`src/rtl/cpu_mc_pkg.sv`:
```
// Shared types and decode/ALU helpers for the multi-cycle RV32I-subset core.
// Pure combinational functions; no state and no flow control of their own.
package cpu_mc_pkg;

   localparam logic [6:0] OP     = 7'b0110011;
   localparam logic [6:0] OP_IMM = 7'b0010011;
   localparam logic [6:0] LUI    = 7'b0110111;
   localparam logic [6:0] AUIPC  = 7'b0010111;
   localparam logic [6:0] JAL    = 7'b1101111;
   localparam logic [6:0] JALR   = 7'b1100111;
   localparam logic [6:0] BRANCH = 7'b1100011;
   localparam logic [6:0] LOAD   = 7'b0000011;
   localparam logic [6:0] STORE  = 7'b0100011;
   localparam logic [6:0] SYSTEM = 7'b1110011;

   typedef enum logic [2:0] {FETCH, DECODE, EXEC, MEM, WB, HALT} state_t;

   typedef enum logic [3:0] {
      ALU_ADD, ALU_SUB, ALU_SLL, ALU_SLT, ALU_SLTU,
      ALU_XOR, ALU_SRL, ALU_SRA, ALU_OR, ALU_AND
   } alu_op_t;

   typedef enum logic [2:0] {IMM_I, IMM_S, IMM_B, IMM_U, IMM_J} imm_t;

   typedef enum logic [1:0] {WB_ALU, WB_MEM, WB_PC4} wb_sel_t;

   typedef struct packed {
      logic    legal;
      alu_op_t alu_op;
      imm_t    imm_sel;
      wb_sel_t wb_sel;
      logic    wr_en;
      logic    use_rs1;
      logic    use_rs2;
      logic    a_zero;
      logic    a_pc;
      logic    rs2_op;
      logic    br;
      logic    jal;
      logic    jalr;
      logic    ld;
      logic    st;
   } dec_t;

   function automatic alu_op_t alu_sel(input logic [2:0] f3, input logic alt);
      case (f3)
         3'b000:  return alt ? ALU_SUB : ALU_ADD;
         3'b001:  return ALU_SLL;
         3'b010:  return ALU_SLT;
         3'b011:  return ALU_SLTU;
         3'b100:  return ALU_XOR;
         3'b101:  return alt ? ALU_SRA : ALU_SRL;
         3'b110:  return ALU_OR;
         default: return ALU_AND;
      endcase
   endfunction

   // SYSTEM (ECALL/EBREAK) and every unlisted opcode leave legal=0, so both halt.
   function automatic dec_t decode(input logic [31:0] ir);
      dec_t       d;
      logic [2:0] f3;
      logic [6:0] f7;
      f3        = ir[14:12];
      f7        = ir[31:25];
      d         = '0;
      d.alu_op  = ALU_ADD;
      d.imm_sel = IMM_I;
      d.wb_sel  = WB_ALU;
      case (ir[6:0])
         LUI:    begin d.legal = 1'b1; d.wr_en = 1'b1; d.a_zero = 1'b1; d.imm_sel = IMM_U; end
         AUIPC:  begin d.legal = 1'b1; d.wr_en = 1'b1; d.a_pc = 1'b1; d.imm_sel = IMM_U; end
         JAL:    begin d.legal = 1'b1; d.wr_en = 1'b1; d.jal = 1'b1; d.imm_sel = IMM_J; d.wb_sel = WB_PC4; end
         JALR:   begin
            d.legal = (f3 == 3'b000); d.wr_en = 1'b1; d.jalr = 1'b1;
            d.use_rs1 = 1'b1; d.wb_sel = WB_PC4;
         end
         BRANCH: begin
            d.legal = (f3[2:1] != 2'b01); d.br = 1'b1;
            d.use_rs1 = 1'b1; d.use_rs2 = 1'b1; d.imm_sel = IMM_B;
         end
         LOAD:   begin
            d.legal = (f3 == 3'b010); d.ld = 1'b1; d.wr_en = 1'b1;
            d.use_rs1 = 1'b1; d.wb_sel = WB_MEM;
         end
         STORE:  begin
            d.legal = (f3 == 3'b010); d.st = 1'b1;
            d.use_rs1 = 1'b1; d.use_rs2 = 1'b1; d.imm_sel = IMM_S;
         end
         OP_IMM: begin
            d.legal = (f3 == 3'b001) ? (f7 == 7'b0) :
                      (f3 == 3'b101) ? (f7 == 7'b0 || f7 == 7'b0100000) : 1'b1;
            d.wr_en = 1'b1; d.use_rs1 = 1'b1;
            d.alu_op = alu_sel(f3, f7[5] && f3 == 3'b101);
         end
         OP:     begin
            d.legal = (f7 == 7'b0) || (f7 == 7'b0100000 && (f3 == 3'b000 || f3 == 3'b101));
            d.wr_en = 1'b1; d.use_rs1 = 1'b1; d.use_rs2 = 1'b1; d.rs2_op = 1'b1;
            d.alu_op = alu_sel(f3, f7[5]);
         end
         default: ;
      endcase
      return d;
   endfunction

   function automatic logic [31:0] imm_gen(input logic [31:0] ir, input imm_t sel);
      case (sel)
         IMM_S:   return {{20{ir[31]}}, ir[31:25], ir[11:7]};
         IMM_B:   return {{19{ir[31]}}, ir[31], ir[7], ir[30:25], ir[11:8], 1'b0};
         IMM_U:   return {ir[31:12], 12'b0};
         IMM_J:   return {{11{ir[31]}}, ir[31], ir[19:12], ir[20], ir[30:21], 1'b0};
         default: return {{20{ir[31]}}, ir[31:20]};
      endcase
   endfunction

   function automatic logic [31:0] alu(input alu_op_t op, input logic [31:0] a, input logic [31:0] b);
      case (op)
         ALU_SUB:  return a - b;
         ALU_SLL:  return a << b[4:0];
         ALU_SLT:  return {31'b0, $signed(a) < $signed(b)};
         ALU_SLTU: return {31'b0, a < b};
         ALU_XOR:  return a ^ b;
         ALU_SRL:  return a >> b[4:0];
         ALU_SRA:  return $unsigned($signed(a) >>> b[4:0]);
         ALU_OR:   return a | b;
         ALU_AND:  return a & b;
         default:  return a + b;
      endcase
   endfunction

   function automatic logic br_taken(input logic [2:0] f3, input logic [31:0] a, input logic [31:0] b);
      case (f3)
         3'b000:  return a == b;
         3'b001:  return a != b;
         3'b100:  return $signed(a) < $signed(b);
         3'b101:  return $signed(a) >= $signed(b);
         3'b110:  return a < b;
         3'b111:  return a >= b;
         default: return 1'b0;
      endcase
   endfunction

endpackage

```
`src/rtl/cpu_mc_if.sv`:
```
// Shared instruction/data memory port: req held until ack, any number of wait cycles.
interface cpu_mc_if #(parameter int XLEN = 32);
   logic            mem_req;
   logic            mem_we;
   logic [XLEN-1:0] mem_addr;
   logic [XLEN-1:0] mem_wdata;
   logic [XLEN-1:0] mem_rdata;
   logic            mem_ack;

   modport master (output mem_req, mem_we, mem_addr, mem_wdata, input mem_rdata, mem_ack);
   modport slave  (input mem_req, mem_we, mem_addr, mem_wdata, output mem_rdata, mem_ack);
endinterface

```
`src/rtl/cpu_mc_regfile.sv`:
```
// NREGS x XLEN register file, two combinational reads, one clocked write, x0 reads 0.
// Indices at or above NREGS read 0 and are never written.
module cpu_mc_regfile #(
   parameter int XLEN  = 32,
   parameter int NREGS = 32
) (
   input  logic            clk,
   input  logic            rst,
   input  logic            we_i,
   input  logic [4:0]      waddr_i,
   input  logic [XLEN-1:0] wdata_i,
   input  logic [4:0]      raddr1_i,
   output logic [XLEN-1:0] rdata1_o,
   input  logic [4:0]      raddr2_i,
   output logic [XLEN-1:0] rdata2_o
);
   localparam int AW = $clog2(NREGS);

   logic [XLEN-1:0] regs_q [NREGS];

   function automatic logic hit(input logic [4:0] a);
      return (a != 5'd0) && ({1'b0, a} < 6'(NREGS));
   endfunction

   assign rdata1_o = hit(raddr1_i) ? regs_q[raddr1_i[AW-1:0]] : '0;
   assign rdata2_o = hit(raddr2_i) ? regs_q[raddr2_i[AW-1:0]] : '0;

   always_ff @(posedge clk or negedge rst) begin
      if (!rst) begin
         for (int i = 0; i < NREGS; i++) regs_q[i] <= '0;
      end else if (we_i && hit(waddr_i)) begin
         regs_q[waddr_i[AW-1:0]] <= wdata_i;
      end
   end
endmodule

```
`src/rtl/cpu_mc.sv`:
```
// Multi-cycle RV32I-subset core: FETCH/DECODE/EXEC/[MEM]/WB, 4 cycles (5 for LW/SW) plus memory waits.
// Stalls in FETCH/MEM until mem_ack; halts permanently on illegal, misaligned, ECALL or EBREAK.
module cpu_mc
   import cpu_mc_pkg::*;
#(
   parameter int              XLEN     = 32,
   parameter int              NREGS    = 32,
   parameter logic [XLEN-1:0] RESET_PC = '0
) (
   input  logic            clk,
   input  logic            rst,
   cpu_mc_if.master        bus,
   output logic [XLEN-1:0] pc_o,
   output logic            retire,
   output logic            halted
);
   state_t          state_q, state_d;
   logic            run_q;
   logic [XLEN-1:0] pc_q, pc_d, ir_q, ir_d, a_q, a_d, b_q, b_d, imm_q, imm_d;
   logic [XLEN-1:0] alu_q, alu_d, npc_q, npc_d, mdr_q, mdr_d;

   dec_t            dec;
   logic [4:0]      rd, rs1, rs2;
   logic            bad_idx, redirect;
   logic [XLEN-1:0] rf_rd1, rf_rd2, rf_wdata, alu_res, jmp_tgt;
   logic            rf_we;

   assign dec = decode(ir_q);
   assign rd  = ir_q[11:7];
   assign rs1 = ir_q[19:15];
   assign rs2 = ir_q[24:20];
   // Only fields the instruction actually uses are range-checked; others hold immediate bits.
   assign bad_idx = (dec.use_rs1 && {1'b0, rs1} >= 6'(NREGS)) ||
                    (dec.use_rs2 && {1'b0, rs2} >= 6'(NREGS)) ||
                    (dec.wr_en   && {1'b0, rd}  >= 6'(NREGS));

   assign alu_res  = alu(dec.alu_op, a_q, dec.rs2_op ? b_q : imm_q);
   assign jmp_tgt  = dec.jalr ? (alu_res & ~XLEN'(1)) : pc_q + imm_q;
   assign redirect = dec.jal || dec.jalr || (dec.br && br_taken(ir_q[14:12], a_q, b_q));

   always_comb begin
      rf_wdata = alu_q;
      case (dec.wb_sel)
         WB_MEM:  rf_wdata = mdr_q;
         WB_PC4:  rf_wdata = pc_q + XLEN'(4);
         default: ;
      endcase
   end

   cpu_mc_regfile #(.XLEN(XLEN), .NREGS(NREGS)) u_rf (
      .clk      (clk),
      .rst      (rst),
      .we_i     (rf_we),
      .waddr_i  (rd),
      .wdata_i  (rf_wdata),
      .raddr1_i (rs1),
      .rdata1_o (rf_rd1),
      .raddr2_i (rs2),
      .rdata2_o (rf_rd2)
   );

   // run_q holds off the first fetch one cycle so an ack straddling reset release is never taken.
   always_comb begin
      state_d = state_q;
      pc_d = pc_q;  ir_d = ir_q;  a_d = a_q;  b_d = b_q;  imm_d = imm_q;
      alu_d = alu_q;  npc_d = npc_q;  mdr_d = mdr_q;
      bus.mem_req = 1'b0;  bus.mem_we = 1'b0;  bus.mem_addr = '0;  bus.mem_wdata = '0;
      retire = 1'b0;
      rf_we  = 1'b0;
      case (state_q)
         FETCH: if (run_q) begin
            bus.mem_req  = 1'b1;
            bus.mem_addr = pc_q;
            if (bus.mem_ack) begin
               ir_d    = bus.mem_rdata;
               state_d = DECODE;
            end
         end
         DECODE: begin
            a_d     = dec.a_zero ? '0 : dec.a_pc ? pc_q : rf_rd1;
            b_d     = rf_rd2;
            imm_d   = imm_gen(ir_q, dec.imm_sel);
            state_d = (!dec.legal || bad_idx) ? HALT : EXEC;
         end
         EXEC: begin
            alu_d = alu_res;
            npc_d = redirect ? jmp_tgt : pc_q + XLEN'(4);
            if (redirect && jmp_tgt[1])  state_d = HALT;
            else if (dec.ld || dec.st)   state_d = MEM;
            else                         state_d = WB;
         end
         MEM: begin
            if (alu_q[1:0] != 2'b00) begin
               state_d = HALT;
            end else begin
               bus.mem_req   = 1'b1;
               bus.mem_we    = dec.st;
               bus.mem_addr  = {alu_q[XLEN-1:2], 2'b00};
               bus.mem_wdata = b_q;
               if (bus.mem_ack) begin
                  if (dec.ld) mdr_d = bus.mem_rdata;
                  state_d = WB;
               end
            end
         end
         WB: begin
            rf_we   = dec.wr_en;
            pc_d    = npc_q;
            retire  = 1'b1;
            state_d = FETCH;
         end
         HALT:    ;
         default: state_d = HALT;
      endcase
   end

   always_ff @(posedge clk or negedge rst) begin
      if (!rst) begin
         state_q <= FETCH;
         run_q   <= 1'b0;
         pc_q    <= RESET_PC;
         ir_q    <= '0;
         a_q     <= '0;
         b_q     <= '0;
         imm_q   <= '0;
         alu_q   <= '0;
         npc_q   <= '0;
         mdr_q   <= '0;
      end else begin
         state_q <= state_d;
         run_q   <= 1'b1;
         pc_q    <= pc_d;
         ir_q    <= ir_d;
         a_q     <= a_d;
         b_q     <= b_d;
         imm_q   <= imm_d;
         alu_q   <= alu_d;
         npc_q   <= npc_d;
         mdr_q   <= mdr_d;
      end
   end

   assign pc_o   = pc_q;
   assign halted = (state_q == HALT);
endmodule

```
`src/flat_wrapper.sv`:
```
// flat-port wrapper written by rule: the top's interface ports become plain ports
module cpu_mc_flat import cpu_mc_pkg::*;
#(
   parameter int              XLEN     = 32,
   parameter int              NREGS    = 32,
   parameter logic [XLEN-1:0] RESET_PC = '0
)
  (clk, rst, pc_o, retire, halted, bus_mem_req, bus_mem_we, bus_mem_addr, bus_mem_wdata, bus_mem_rdata, bus_mem_ack);
  cpu_mc_if #(.XLEN(XLEN)) bus_i ();
  input  logic clk;
  input  logic rst;
  output logic [XLEN-1:0] pc_o;
  output logic retire;
  output logic halted;
  output wire logic [$bits(bus_i.mem_req)-1:0] bus_mem_req;
  output wire logic [$bits(bus_i.mem_we)-1:0] bus_mem_we;
  output wire logic [$bits(bus_i.mem_addr)-1:0] bus_mem_addr;
  output wire logic [$bits(bus_i.mem_wdata)-1:0] bus_mem_wdata;
  input wire logic [$bits(bus_i.mem_rdata)-1:0] bus_mem_rdata;
  input wire logic [$bits(bus_i.mem_ack)-1:0] bus_mem_ack;
  assign bus_mem_req = bus_i.mem_req;
  assign bus_mem_we = bus_i.mem_we;
  assign bus_mem_addr = bus_i.mem_addr;
  assign bus_mem_wdata = bus_i.mem_wdata;
  assign bus_i.mem_rdata = bus_mem_rdata;
  assign bus_i.mem_ack = bus_mem_ack;
  cpu_mc #(.XLEN(XLEN), .NREGS(NREGS), .RESET_PC(RESET_PC)) u_core (.clk(clk), .rst(rst), .bus(bus_i), .pc_o(pc_o), .retire(retire), .halted(halted));
endmodule
```
`config.mk`:
```
export PLATFORM = sky130hd
export DESIGN_NAME = cpu_mc_flat
export DESIGN_NICKNAME = d
export VERILOG_FILES = /design/src/rtl/cpu_mc_pkg.sv /design/src/rtl/cpu_mc_if.sv /design/src/rtl/cpu_mc_regfile.sv /design/src/rtl/cpu_mc.sv /design/src/flat_wrapper.sv
export SDC_FILE = /design/constraint.sdc
export NUM_CORES = 2
export LEC_CHECK = 0
export CAP_MARGIN = 30
export CORE_MARGIN = 4
export CORE_UTILIZATION = 35
export DETAILED_ROUTE_END_ITERATION = 6
export PLACE_DENSITY = 0.59
export SYNTH_ARGS = -nofsm -noshare
export SYNTH_HDL_FRONTEND = slang
export SYNTH_SLANG_ARGS = --single-unit
export TNS_END_PERCENT = 5
```
`constraint.sdc`:
```
create_clock -name clk -period 13.45 [get_ports clk]
set_clock_uncertainty 0.2 [all_clocks]
set_input_delay 3.3625 -clock clk [delete_from_list [all_inputs] [get_ports clk]]
set_output_delay 3.3625 -clock clk [all_outputs]
set_load 0.02 [all_outputs]
```
# Word-level counts from Yosys, hierarchy flattened
# Cells that the tools add are included.
# word_totals
out_inout_bits,100
inputBits,35
register_bits,1284
word_cells,198
# op_classes
add_sub_neg,4
n_lt_le_gt_ge,10
n_bitwise,8
n_eq_ne,43
n_mux,61
reduce_logical,27
shift,3
# op_table
op,count
$bwmux W1024,1
$mux W32,16
$bmux W32 S5,2
$pmux W32 S9,1
$demux W32 S5,1
$lt A32 B32 Y1,4
$pmux W32 S2,2
$pmux W31 S4,1
$add A32 B32 Y32,2
$ge A32 B32 Y1,2
$pmux W4 S7,2
$add A32 B3 Y32 const B,1
$and A32 B32 Y32,1
$eq A32 B32 Y1,1
$ne A32 B32 Y1,1
$or A32 B32 Y32,1
$shl A32 B5 Y32,1
$shr A32 B5 Y32,1
$sshr A32 B5 Y32,1
$sub A32 B32 Y32,1
$xor A32 B32 Y32,1
$eq A7 B6 Y1 const B,4
$eq A3 B3 Y1 const B,7
$eq A7 B7 Y1 const B,3
other kinds (36),98

# Longest topological paths before layout
# logic_depth
depth_word,11
depth_mapped,22
depth_no_buf,17

# Cells and area by module
# Synthesis repeated with hierarchy kept, for this count alone.
# hier_totals
hier_cells,6766
hier_area_um2,79401.2
# modules_own_cells
mod,instances,seq_area_each_um2,cells_per_inst,area_per_inst_um2
cpu_mc_regfile,1,25624.6,3613,54900.2
cpu_mc,1,6506.2,3153,24501.0

# Worst setup path after synthesis
# Ideal clock, no wire load.
# synth_path
path_type,flip-flop to output port
start,register u_core.state_q[1]
end,output port bus_mem_addr[10]
setup_slack_ps,8160
arrival_time_ps,1727
stages_incl_launch_ff,8
cell_sequence,dfrtp_1 -> clkbuf_1 -> clkbuf_1 -> nor3_1 -> and2_1 -> clkbuf_1 -> clkbuf_1 -> a22o_1
# synth_between
elab_chain_cells,2
word_cells_on_any_way,3
# synth_lines
element,line,source
start: declaration,cpu_mc.sv:17,"state_t state_q, state_d;"
start signal: assignment,cpu_mc.sv:130,state_q <= state_d;
$eq A3 B2 Y1 or $logic_not A3 Y1 (tied branches),cpu_mc.sv:70,case (state_q)
$pmux W32 S2 *,cpu_mc.sv:70,
end: declaration,flat_wrapper.sv:17,output wire logic [$bits(bus_i.mem_addr)-1:0] bus_mem_addr;
# Mark *: on every way between the ends. The rest lies on a longest branch, timed or not.

# Worst setup path in the final report
# layout_path
start,register u_core.state_q[1]
end,output port bus_mem_addr[30]
# Same word-level chain as after synthesis.

==> flow_summary_export.csv <==
group,metric,value,unit
routing,routed_wl,309,mm
placed_design,dp_hpwl,209,mm
logic_synthesis,syn-cell-area,76400,um^2
sta,finalSetupTns,0,ps
sta,holdWs,196,ps
sta,timing.final.ws_setup,5980,ps
worst_setup_path,critical_path_required,9890,ps
worst_setup_path,endpoint_kind,"output port",
worst_setup_path,path_cells,"nand2_1, buf_4, nor3_2, buf_4, a22o_1, clkdlybuf4s50_1",
logic_synthesis,synth_seq_area_share,0.420,
clock_network,ctsRootBufferMaster,"clkbuf_16",
routing,ant_nets,0,
placed_design,dp_slack,6870,ps
layout,largest_reg_flops,1024,
clock_network,postCtsHoldBufs,0,
logic_synthesis,synth_seq_cells,1284,
worst_setup_path,crit_path_frequent_cell,"buf_4",
power,power.total,7.81,mW
global_routing,grt_pass1_wl,447,mm
worst_setup_path,crit_start,"u_core.state_q[1]$_DFFE_PN0P_",
floorplanning,ios,135,
placed_design,io_buffer_count,134,
logic_synthesis,yosysTopAreaCellShare,0.420,
routing,drt_iter0_markers,7290,
worst_setup_path,crit_slowest_cell,"dfrtp_1",
global_routing,grt_start_max_net_pins,172,
floorplanning,die_area,226000,um^2
worst_setup_path,r2r_slack,6540,ps
global_routing,antenna_found_initial,15,
clock_network,cts_tree,"done",
worst_setup_path,slowest_delay,660,ps
floorplanning,coreArea,217000,um^2
sta,min_period_over_period,0.556,
logic_synthesis,async_flop_share,1.00,
outcome,status,"complete, but fails checks",
routing,first_pass_iters,7,
layout,nFillCells,20700,
worst_setup_path,crit_type,"register to output port",
clock_network,clkSlewWorstSetupHoldPaths,60,ps
logic_synthesis,synth_ff_type,"dfrtp_1",
worst_setup_path,cp_max_fo,35,
layout,regMostFlops,"u_core.u_rf.regs_q",
clock_network,ctsResizeCount,0,
global_routing,grtUsageTotal,0.270,
flow_run,cap_viol_max_count,0,
placed_design,globalplace.congestion,0.986,
routing,dr_total_vias,63200,
logic_synthesis,synth_cell_types,103,
routing,vias_per_cell,6.21,
logic_synthesis,synth.net_count,7637,
routing,drc,5,
layout,layout.cells.most_common_list,"nand2_1 (1308), dfrtp_1 (1273), o21ai_0 (1235), mux4_2 (641), nor2_1 (237)",
logic_synthesis,yosys_warnings,0,
sta,fmax,0.134,GHz
min_path,holdCritStartpoint,"u_core.u_rf.regs_q[1012]$_DFFE_PN0P_",
floorplanning,die_w,475,um
layout,syn_to_final_growth,12.4,%
power,ir_drop,0.129,mV
clock_network,clk_latency,790,ps
logic_synthesis,synth-edff-count,0,
worst_setup_path,ff2ff_path_depth,19,
logic_synthesis,synthTopCellsByArea,"dfrtp_1 (42%), mux4_2 (19%), o21ai_0 (8.3%)",
sta,slew-limit-headroom,0.235,
layout,nNetsFinal,7411,
floorplanning,start_util,0.352,
worst_setup_path,r2r_start,"u_core.ir_q[5]$_DFFE_PN0P_",
clock_network,clockBufferDepth,3,
layout,final_common_cell,"nand2_1",
clock_network,post_cts_buffers,0,
layout,drive_above_1_share,0.174,
floorplanning,rows,171,
min_path,hold_path_class,"register to register",
clock_network,ctsHtreeMaxLevel,4,
logic_synthesis,synth_top_cell_by_area,"dfrtp_1",
power,power.density,91.0,nW/um^2
global_routing,grt_pass1_vias,62000,
clock_network,clock_sinks,1284,
outcome,violations,"DRC",
global_routing,grt.overflow.total,0,
worst_setup_path,arrival,3910,ps
sta,fin_crit,7470,ps
floorplanning,die_h,475,um
logic_synthesis,syn_area_per_cell,10.3,um^2
sta,tightest_slew,1120,ps
logic_synthesis,syn_inst,7436,
min_path,min_to,"u_core.u_rf.regs_q[1012]$_DFFE_PN0P_",
min_path,hold_depth,0,
sta,setup_viol,0,
sta,hold_viol,0,
worst_setup_path,worstReg2RegEnd,"u_core.alu_q[20]$_DFFE_PN0P_",
routing,wire_per_inst,30.4,um
power,leakagePower,34.2,nW
clock_network,cts_buffers,138,
sta,slew_viol_final,0,
sta,rsz0062_at_grt,"false",
worst_setup_path,critPathLaunchType,"register",
-- critical path, delay by kind of cell (launching register included) --
family                 cells  cell delay [ps]
and+or+nand+nor            2              610
AOI/OAI and AO/OA          1              270
buffers and inverters      3             1560
DFF                        1              660
-- cell usage after synthesis (all sizes together), types with 16 or more instances --
master and instances:
o211ai 49, mux2 106, mux2i 100, ha 163, a31oi 41, a221o 38, nand2 1342, buf 106
clkbuf 612, dfrtp 1284, nor2b 22, o31ai 17, xor2 26, a2111oi 16, nand4 24, and3 31
inv 149, mux4 641, a221oi 40, nor2 239, o21ai 1287, nor4 43, a211oi 93, nand2b 50
a311oi 26, or3 16, o21bai 25, a21o 36, nand3 128, a22oi 19, xnor2 51, nor3 57
a21oi 219, a22o 32, o22ai 64, and2 26
-- report_power, final --
part / internal, mW / total, mW / switching [mW]
Combinational: 0.0158 / 0.102 / 0.0865
Sequential: 3.86 / 3.86 / 0.000152
Clock: 2.22 / 3.85 / 1.63
Total: 6.10 / 7.81 / 1.71
-- area by class of cell --
class                           count  area, um^2  share of cell area
Clock buffer                      210        4100              0.0478
Clock inverter                     36         364             0.00424
Antenna cell                        2        5.00           0.0000583
Timing Repair Buffer              352        3680              0.0428
Inverter                          149         559             0.00651
Sequential cell                  1284       32200               0.375
Multi-Input combinational cell   5285       41400               0.482
Tap cell                         2854        3570              0.0416
-- cells by family after synthesis --
| group | Yosys count | synth area share |
|---|---|---|
| flip-flops | 1284 | 0.420 |
| multiplexers | 847 | 0.218 |
| XOR/XNOR | 77 | 0.00883 |
| AO/OA/AOI/OAI | 2154 | 0.168 |
| other | 1 | 0.0000491 |
| adder cells (fa/ha/maj) | 166 | 0.0275 |
| buffers and inverters | 867 | 0.0437 |
| AND/OR/NAND/NOR | 2040 | 0.114 |
-- worst max-delay path by stage --
stage               slack (ps)                            to
floorplan                 8160              bus_mem_addr[10]
global placement          6920  u_core.alu_q[20]$_DFFE_PN0P_
detailed placement        6870  u_core.alu_q[20]$_DFFE_PN0P_
CTS                       6050              bus_mem_addr[30]
global route              5840              bus_mem_addr[27]
finish                    5980              bus_mem_addr[30]
-- through the flow --
step	std cells	cell area (um^2)	util
finish	10200	85900	0.395
global route	10200	85900	0.395
CTS	10200	85700	0.395
detailed placement	9918	81300	0.374
global placement	9876	80400	0.370
floorplan	7436	76400	-
-- metal layers --
metal | wire length (um) | track usage | part of all wire
met2 | 143000 | 0.428 | 0.46
met4 | 22800 | 0.166 | 0.074
met3 | 26700 | 0.0628 | 0.086
met5 | 173 | 0 | 0.00056
met1 | 117000 | 0.336 | 0.38
No activity file was read; power rests on OpenSTA's default activity.
